<file path="config.mk">
export PLATFORM = sky130hd
export DESIGN_NAME = rom_arbiter
export DESIGN_NICKNAME = d
export VERILOG_FILES = /design/src/rtl/rom_arbiter.sv
export SDC_FILE = /design/constraint.sdc
export NUM_CORES = 1
export LEC_CHECK = 0
export CAP_MARGIN = 20
export CORE_MARGIN = 2
export CORE_UTILIZATION = 40
export CTS_CLUSTER_DIAMETER = 50
export DETAILED_ROUTE_END_ITERATION = 7
export MAX_ROUTING_LAYER = met4
export SETUP_SLACK_MARGIN = 0.15
export SLEW_MARGIN = 20
export SYNTH_ARGS = -nofsm -noshare
export SYNTH_HDL_FRONTEND = slang
export SYNTH_SLANG_ARGS = --single-unit
</file>
<file path="constraint.sdc">
create_clock -name CLK_SYS -period 5.3 [get_ports CLK_SYS]
set_input_delay 1.06 -clock CLK_SYS [delete_from_list [all_inputs] [get_ports CLK_SYS]]
set_output_delay 1.06 -clock CLK_SYS [all_outputs]
set_load 0.01 [all_outputs]
</file>
<file path="src/rtl/rom_arbiter.sv">
// Cart ROM arbiter: buffers the download byte stream in a small FIFO and shares
// one memory port between download writes and CPU cartridge reads.
module rom_arbiter #(
  parameter int FIFO_DEPTH = 4
) (
  input  logic        CLK_SYS,
  input  logic        RST_N,
  input  logic        DL_ACTIVE,
  input  logic        DL_SEL_CART,
  input  logic [16:0] DL_ADDR,
  input  logic [7:0]  DL_DATA,
  input  logic        DL_VALID,
  output logic        DL_WAIT,
  output logic        DL_DONE,
  output logic        DL_OVF,
  input  logic        RD_REQ,
  input  logic [16:0] RD_ADDR,
  output logic [7:0]  RD_DATA,
  output logic        RD_ACK,
  output logic        MEM_REQ,
  output logic        MEM_WE,
  output logic [16:0] MEM_ADDR,
  output logic [7:0]  MEM_DIN,
  input  logic        MEM_ACK,
  input  logic [7:0]  MEM_DOUT
);
  localparam int AW = $clog2(FIFO_DEPTH);
  localparam int CW = AW + 1;

  typedef enum logic [1:0] {IDLE, WRITE, READ} state_e;
  typedef struct packed {
    logic [16:0] addr;
    logic [7:0]  data;
  } dl_entry_t;

  localparam logic G_READ  = 1'b0;
  localparam logic G_WRITE = 1'b1;

  state_e            state_q, state_d;
  dl_entry_t         fifo_mem_q [FIFO_DEPTH];
  dl_entry_t         fifo_mem_d [FIFO_DEPTH];
  logic [AW-1:0]     wr_ptr_q, wr_ptr_d, rd_ptr_q, rd_ptr_d;
  logic [CW-1:0]     count_q, count_d;
  logic              last_grant_q, last_grant_d;
  logic              mem_req_q, mem_req_d, mem_we_q, mem_we_d;
  logic [16:0]       mem_addr_q, mem_addr_d;
  logic [7:0]        mem_din_q, mem_din_d, rd_data_q, rd_data_d;
  logic              rd_ack_q, rd_ack_d;
  logic              dl_done_q, dl_done_d, dl_ovf_q, dl_ovf_d;
  logic              dl_seen_q, dl_seen_d, dl_active_q, dl_active_d;

  logic      dl_hit, fifo_full, fifo_empty, push, drop, pop;
  logic      wr_pend, rd_pend, grant_wr, grant_rd, mem_ack, dl_rise, done_fire;
  dl_entry_t head;

  assign dl_hit     = DL_VALID && DL_SEL_CART;
  assign fifo_full  = (count_q == CW'(FIFO_DEPTH));
  assign fifo_empty = (count_q == '0);
  assign push       = dl_hit && !fifo_full;
  assign drop       = dl_hit && fifo_full;
  assign head       = fifo_mem_q[rd_ptr_q];
  // Raised one entry early so the byte already in flight still fits.
  assign DL_WAIT    = (count_q >= CW'(FIFO_DEPTH - 1));

  assign wr_pend  = !fifo_empty;
  assign rd_pend  = RD_REQ && !rd_ack_q;
  assign mem_ack  = MEM_ACK && mem_req_q;
  assign grant_wr = (state_q == IDLE) && wr_pend && (!rd_pend || (last_grant_q == G_READ));
  assign grant_rd = (state_q == IDLE) && rd_pend && !grant_wr;

  assign dl_rise   = DL_ACTIVE && !dl_active_q;
  assign done_fire = !DL_ACTIVE && fifo_empty && !push && (state_q == IDLE) && dl_seen_q;

  always_ff @(posedge CLK_SYS or negedge RST_N) begin
    if (!RST_N) state_q <= IDLE;
    else        state_q <= state_d;
  end

  always_comb begin
    state_d = state_q;
    case (state_q)
      IDLE: begin
        if (grant_wr)      state_d = WRITE;
        else if (grant_rd) state_d = READ;
      end
      WRITE, READ: if (mem_ack) state_d = IDLE;
      default: state_d = IDLE;
    endcase
  end

  always_comb begin
    mem_req_d    = mem_req_q;
    mem_we_d     = mem_we_q;
    mem_addr_d   = mem_addr_q;
    mem_din_d    = mem_din_q;
    rd_data_d    = rd_data_q;
    rd_ack_d     = 1'b0;
    last_grant_d = last_grant_q;
    pop          = 1'b0;
    case (state_q)
      IDLE: begin
        if (grant_wr) begin
          mem_req_d  = 1'b1;
          mem_we_d   = 1'b1;
          mem_addr_d = head.addr;
          mem_din_d  = head.data;
        end else if (grant_rd) begin
          mem_req_d  = 1'b1;
          mem_we_d   = 1'b0;
          mem_addr_d = RD_ADDR;
          mem_din_d  = 8'h00;
        end
      end
      WRITE: if (mem_ack) begin
        mem_req_d    = 1'b0;
        pop          = 1'b1;
        last_grant_d = G_WRITE;
      end
      READ: if (mem_ack) begin
        mem_req_d    = 1'b0;
        rd_data_d    = MEM_DOUT;
        rd_ack_d     = 1'b1;
        last_grant_d = G_READ;
      end
      default: mem_req_d = 1'b0;
    endcase
  end

  always_comb begin
    fifo_mem_d = fifo_mem_q;
    wr_ptr_d   = wr_ptr_q;
    rd_ptr_d   = rd_ptr_q;
    count_d    = count_q;
    if (push) begin
      fifo_mem_d[wr_ptr_q] = '{addr: DL_ADDR, data: DL_DATA};
      wr_ptr_d = wr_ptr_q + 1'b1;
    end
    if (pop) rd_ptr_d = rd_ptr_q + 1'b1;
    case ({push, pop})
      2'b10:   count_d = count_q + 1'b1;
      2'b01:   count_d = count_q - 1'b1;
      default: count_d = count_q;
    endcase
  end

  always_comb begin
    dl_active_d = DL_ACTIVE;
    dl_done_d   = done_fire;
    dl_ovf_d    = (dl_ovf_q && !dl_rise) || drop;
    // A download is "seen" from activity until its matching done pulse.
    if (DL_ACTIVE || push) dl_seen_d = 1'b1;
    else if (done_fire)    dl_seen_d = 1'b0;
    else                   dl_seen_d = dl_seen_q;
  end

  always_ff @(posedge CLK_SYS or negedge RST_N) begin
    if (!RST_N) begin
      fifo_mem_q   <= '{default: '0};
      wr_ptr_q     <= '0;
      rd_ptr_q     <= '0;
      count_q      <= '0;
      last_grant_q <= G_READ;
      mem_req_q    <= 1'b0;
      mem_we_q     <= 1'b0;
      mem_addr_q   <= '0;
      mem_din_q    <= '0;
      rd_data_q    <= '0;
      rd_ack_q     <= 1'b0;
      dl_done_q    <= 1'b0;
      dl_ovf_q     <= 1'b0;
      dl_seen_q    <= 1'b0;
      dl_active_q  <= 1'b0;
    end else begin
      fifo_mem_q   <= fifo_mem_d;
      wr_ptr_q     <= wr_ptr_d;
      rd_ptr_q     <= rd_ptr_d;
      count_q      <= count_d;
      last_grant_q <= last_grant_d;
      mem_req_q    <= mem_req_d;
      mem_we_q     <= mem_we_d;
      mem_addr_q   <= mem_addr_d;
      mem_din_q    <= mem_din_d;
      rd_data_q    <= rd_data_d;
      rd_ack_q     <= rd_ack_d;
      dl_done_q    <= dl_done_d;
      dl_ovf_q     <= dl_ovf_d;
      dl_seen_q    <= dl_seen_d;
      dl_active_q  <= dl_active_d;
    end
  end

  assign MEM_REQ  = mem_req_q;
  assign MEM_WE   = mem_we_q;
  assign MEM_ADDR = mem_addr_q;
  assign MEM_DIN  = mem_din_q;
  assign RD_DATA  = rd_data_q;
  assign RD_ACK   = rd_ack_q;
  assign DL_DONE  = dl_done_q;
  assign DL_OVF   = dl_ovf_q;

endmodule

</file>
==> results list <==
- Setup violations remaining at the end of the flow were counted as 0.
* Synthesized flop and latch total: 150
* Power share of the sequential group: 0.388
- Post-CTS repair changed the size of 0 cells.
* Fraction of synthesized area in multiplexers: 0.2723
- For this run, the slowest stage of the critical path takes 0.53 ns.
* Routed len/inst: 18.63 um
- TritonCTS sink count: 150
- In the finished design, the share of the clock period the worst path needs comes to 0.5017.
- Most used cells in the layout excluding fill and tap cells: 149 x sky130_fd_sc_hd__dfrtp_1, 108 x sky130_fd_sc_hd__mux2_2, 94 x sky130_fd_sc_hd__clkdlybuf4s50_1, 25 x sky130_fd_sc_hd__mux4_2, 22 x sky130_fd_sc_hd__nor2_1
- Static Leak: 3.525 nW
- Syn_nets: 502
- Total number of yosys warnings: 0
- Leading cell type in the layout, fill and taps excluded: sky130_fd_sc_hd__dfrtp_1
* HPWL after detailed placement: 8.890 mm
* Routed WL: 14.14 mm
* Fraction of synthesis flops using an asynchronous set or reset pin: 1.000
- TritonCTS built the clock tree.
- Final Net Count: 597
- For this run, the total global-route usage over all layers was measured as 0.1754.
* Final ANT Viol Nets: 0
- Global routing finished with a remaining overflow of 0.
- Cell types with the largest area share after synthesis: sky130_fd_sc_hd__dfrtp_1 57%, sky130_fd_sc_hd__mux2_2 19%, sky130_fd_sc_hd__mux4_2 8.6%
- Static timing analysis puts the maximum clock frequency at 376.1 MHz.
* Area share of the largest cell type after synthesis: 0.5744
- Counting the buffers created by CTS gives 17.
- Effective utilization at floorplan: 0.4099
* Worst path depth: 2
- Min-delay worst type: reg -> reg
* Area of the die: 0.01738 mm^2
- Buffers inserted to repair hold after CTS numbered 0.
- The congestion estimate from routability-driven global placement came to 0.7415.
* Maximum number of pins on one net before global-route repair: 112
- Internal power comes to 3.731 mW.
* Worst Path Buf+Inv: 1
- Status: finished, final reports clean
* Combinational family with the most area after synthesis: multiplexers
- Counting flops with a built-in enable in the synthesized netlist gives 0.
- After detailed routing, the number of remaining DRC violations is 0.
- The worst setup path is launched from a flip-flop.
- Element type at the critical path end: output port
- RSZ-0062 raised after global routing: false
- Counting the fill cells in the layout gives 1323.
- Among cell families on the critical path, the largest total delay comes from buffers and inverters.
* Syn avg cell area: 14.99 um^2
- Number of buffers inserted by port buffering: 95
* Count of pins over their slew limit: 0
- Of the total power, combinational logic draws 0.366.
* Ratio of routed vias to standard cells: 5.136
- First-pass GRT wire length: 22.73 mm
* Insertion delay to the later sink of the worst-skew pair: 0.42 ns
- Reported max-cap violation count: 0
- The floorplan has 46 rows.
* Number of global-route vias before repair: 4147
* Adder-cell share of the synthesized area: 0.01838
- The biggest area contributor in the post-synthesis netlist is sky130_fd_sc_hd__dfrtp_1.
* Growth of design area from synthesis to finish: 26.69%
* Most used flip-flop cell after synthesis: sky130_fd_sc_hd__dfrtp_1
- STA puts the critical path data required time at 4.24 ns.
- In this run the cell area of the synthesized design comes to 0.006535 mm^2.
- The share of total power dissipated in the clock network is 0.246.
- Overall Power: 5.362 mW
* Net switching power of the design: 1.632 mW
* Clock transition at the registers of the reported paths: 0.06 ns
- Ports placed on the boundary: 96
* Die width: 131.8 um
- 0 antenna diodes ended up in the layout.
- The number of antenna violations at the first check in global routing was 0.
- Post-Synth XOR/XNOR Area: 0.008041
- Die boundary height: 131.8 um
* Number of DRC markers after the initial detailed-route iteration: 235
* Area of combinational cells with multiple inputs: 0.002577 mm^2
* Critical path cell sequence: a21o_2 > clkdlybuf4s50_1
- The number of different library cells used by synthesis comes to 34.
* Clock skew after layout: 0.005356 ns
* Floorplan core area: 0.01594 mm^2
* Final Hold Viols: 0
- Switching share of total power: 0.3043
- Drt pass-1 iters: 4
- Max_slew headroom: 0.3575
- Sequential-to-total area share from yosys stat: 0.5744
* Via count of the routed design: 3898
- The worst setup path is of the reg -> out kind.
* Critical path fanouts, max: 5
- Post-synthesis compound-gate area fraction: 0.06471
- Total negative slack for setup checks: 0 ns
* PwrDens: 647.7 mW/mm^2
- Maximum vdd ir drop: 0.2758 mV
* Standard cell with the maximum stage delay on the critical path: sky130_fd_sc_hd__clkdlybuf4s50_1
- Summing all flip-flop and latch instances after layout gives 0.003755 mm^2.
* Fraction of final layout cells sized beyond drive strength 1: 0.3278
- Counting along the longest clock path gives a buffer depth of 2.
- Arrival time worst endpoint: 1.60 ns
- For the pin with the worst max-slew slack, the measured transition is 0.9637 ns.
- Of the total synthesized cell area, the portion taken by AND, OR, NAND and NOR gates is 0.03044.
- Post-CTS timing repair inserted 0 buffers for setup.
* H-tree levels: 4
* Minimum clock period: 2.659 ns
- For the worst flop-to-flop path, the logic depth is 7.
* Root Buffer: sky130_fd_sc_hd__clkbuf_16
* Worst hold path stage count: 2
- Counting every instance in the synthesized netlist gives 436.
-- state kept, by name, summed over array words and instances, names as in the netlist, 2 cells and up --
signal	count
MEM_ADDR	17
MEM_DIN	8
RD_DATA	8
count_q	3
fifo_mem_q	100
rd_ptr_q	2
state_q	2
wr_ptr_q	2
-- layer usage --
metal / track usage / up-vias / share of wire
li1: - / 1785 / -
met4: 0.07246 / 0 / 0.021
met2: 0.2740 / 79 / 0.48
met3: 0.03883 / 23 / 0.036
met1: 0.2226 / 2011 / 0.46
met5: - / - / 0
-- worst reg2reg max path, stage by stage (launching register included) --
cell	delay (ns)
sky130_fd_sc_hd__dfrtp_1	0.38
sky130_fd_sc_hd__inv_1	0.11
sky130_fd_sc_hd__ha_1	0.30
sky130_fd_sc_hd__inv_1	0.13
sky130_fd_sc_hd__a311oi_4	0.50
sky130_fd_sc_hd__buf_4	0.36
sky130_fd_sc_hd__a22oi_1	0.11
sky130_fd_sc_hd__a21oi_1	0.18
-- per-stage QoR --
stage	instance area, um^2	util	std cells	hold slack, ns	setup slack, ns
global placement	7630	0.4786	728	0.4637	2.271
global route	8279	0.5193	759	0.4896	2.552
finish	8279	0.5193	759	0.4626	2.641
CTS	8277	0.5191	759	0.4708	2.618
floorplan	6535	-	436	0.4419	2.887
detailed placement	7630	0.4786	728	0.4661	2.193
-- final timing paths --
kind | startpoint | end | slack [ns]
max | count_q[0] | DL_WAIT | 2.64
min | dl_active_q | DL_OVF | 0.46
min reg2reg | dl_active_q | DL_OVF | 0.46
max in group asynchronous | RST_N | fifo_mem_q[61] | 3.44
max reg2reg | state_q[0] | MEM_ADDR[8] | 3.16
min in group asynchronous | RST_N | RD_DATA[0] | 0.74
-- power by group through the flow --
stage	sequential (mW)	combinational, mW	clock (mW)
CTS	2.09	1.99	1.34
detailed placement	2.11	1.98	0
finish	2.08	1.96	1.32
global route	2.16	2.13	1.39
global placement	2.07	1.92	0
floorplan	2.00	1.38	0
-- synthesized netlist by cell type (all sizes together) (8+ instances only) --
| master | count |
|---|---|
| a21oi | 22 |
| a22o | 8 |
| a22oi | 17 |
| buf | 17 |
| dfrtp | 150 |
| ha | 8 |
| inv | 12 |
| mux2 | 108 |
| mux4 | 25 |
| nand2 | 14 |
| nor2 | 22 |
-- cells by family (layout without fill, tap and decap cells) --
logic type,count (synthesis),in the layout
flops,150,150
buf+inv,35,142
xor+xnor,6,6
simple gates,43,43
compound gates,60,60
mux,133,133
fa+ha+maj,9,9
-- cell type report --
| cell class | count | share of cell area |
|---|---|---|
| repair buffers | 99 | 0.1189 |
| multi-input cells | 251 | 0.3113 |
| flip-flops and latches | 150 | 0.4535 |
| inverters | 12 | 0.005441 |
| well taps | 216 | 0.03264 |
| clock inverters | 9 | 0.02086 |
| clock buffers | 22 | 0.05728 |
Power figures use the tool's default switching activity.
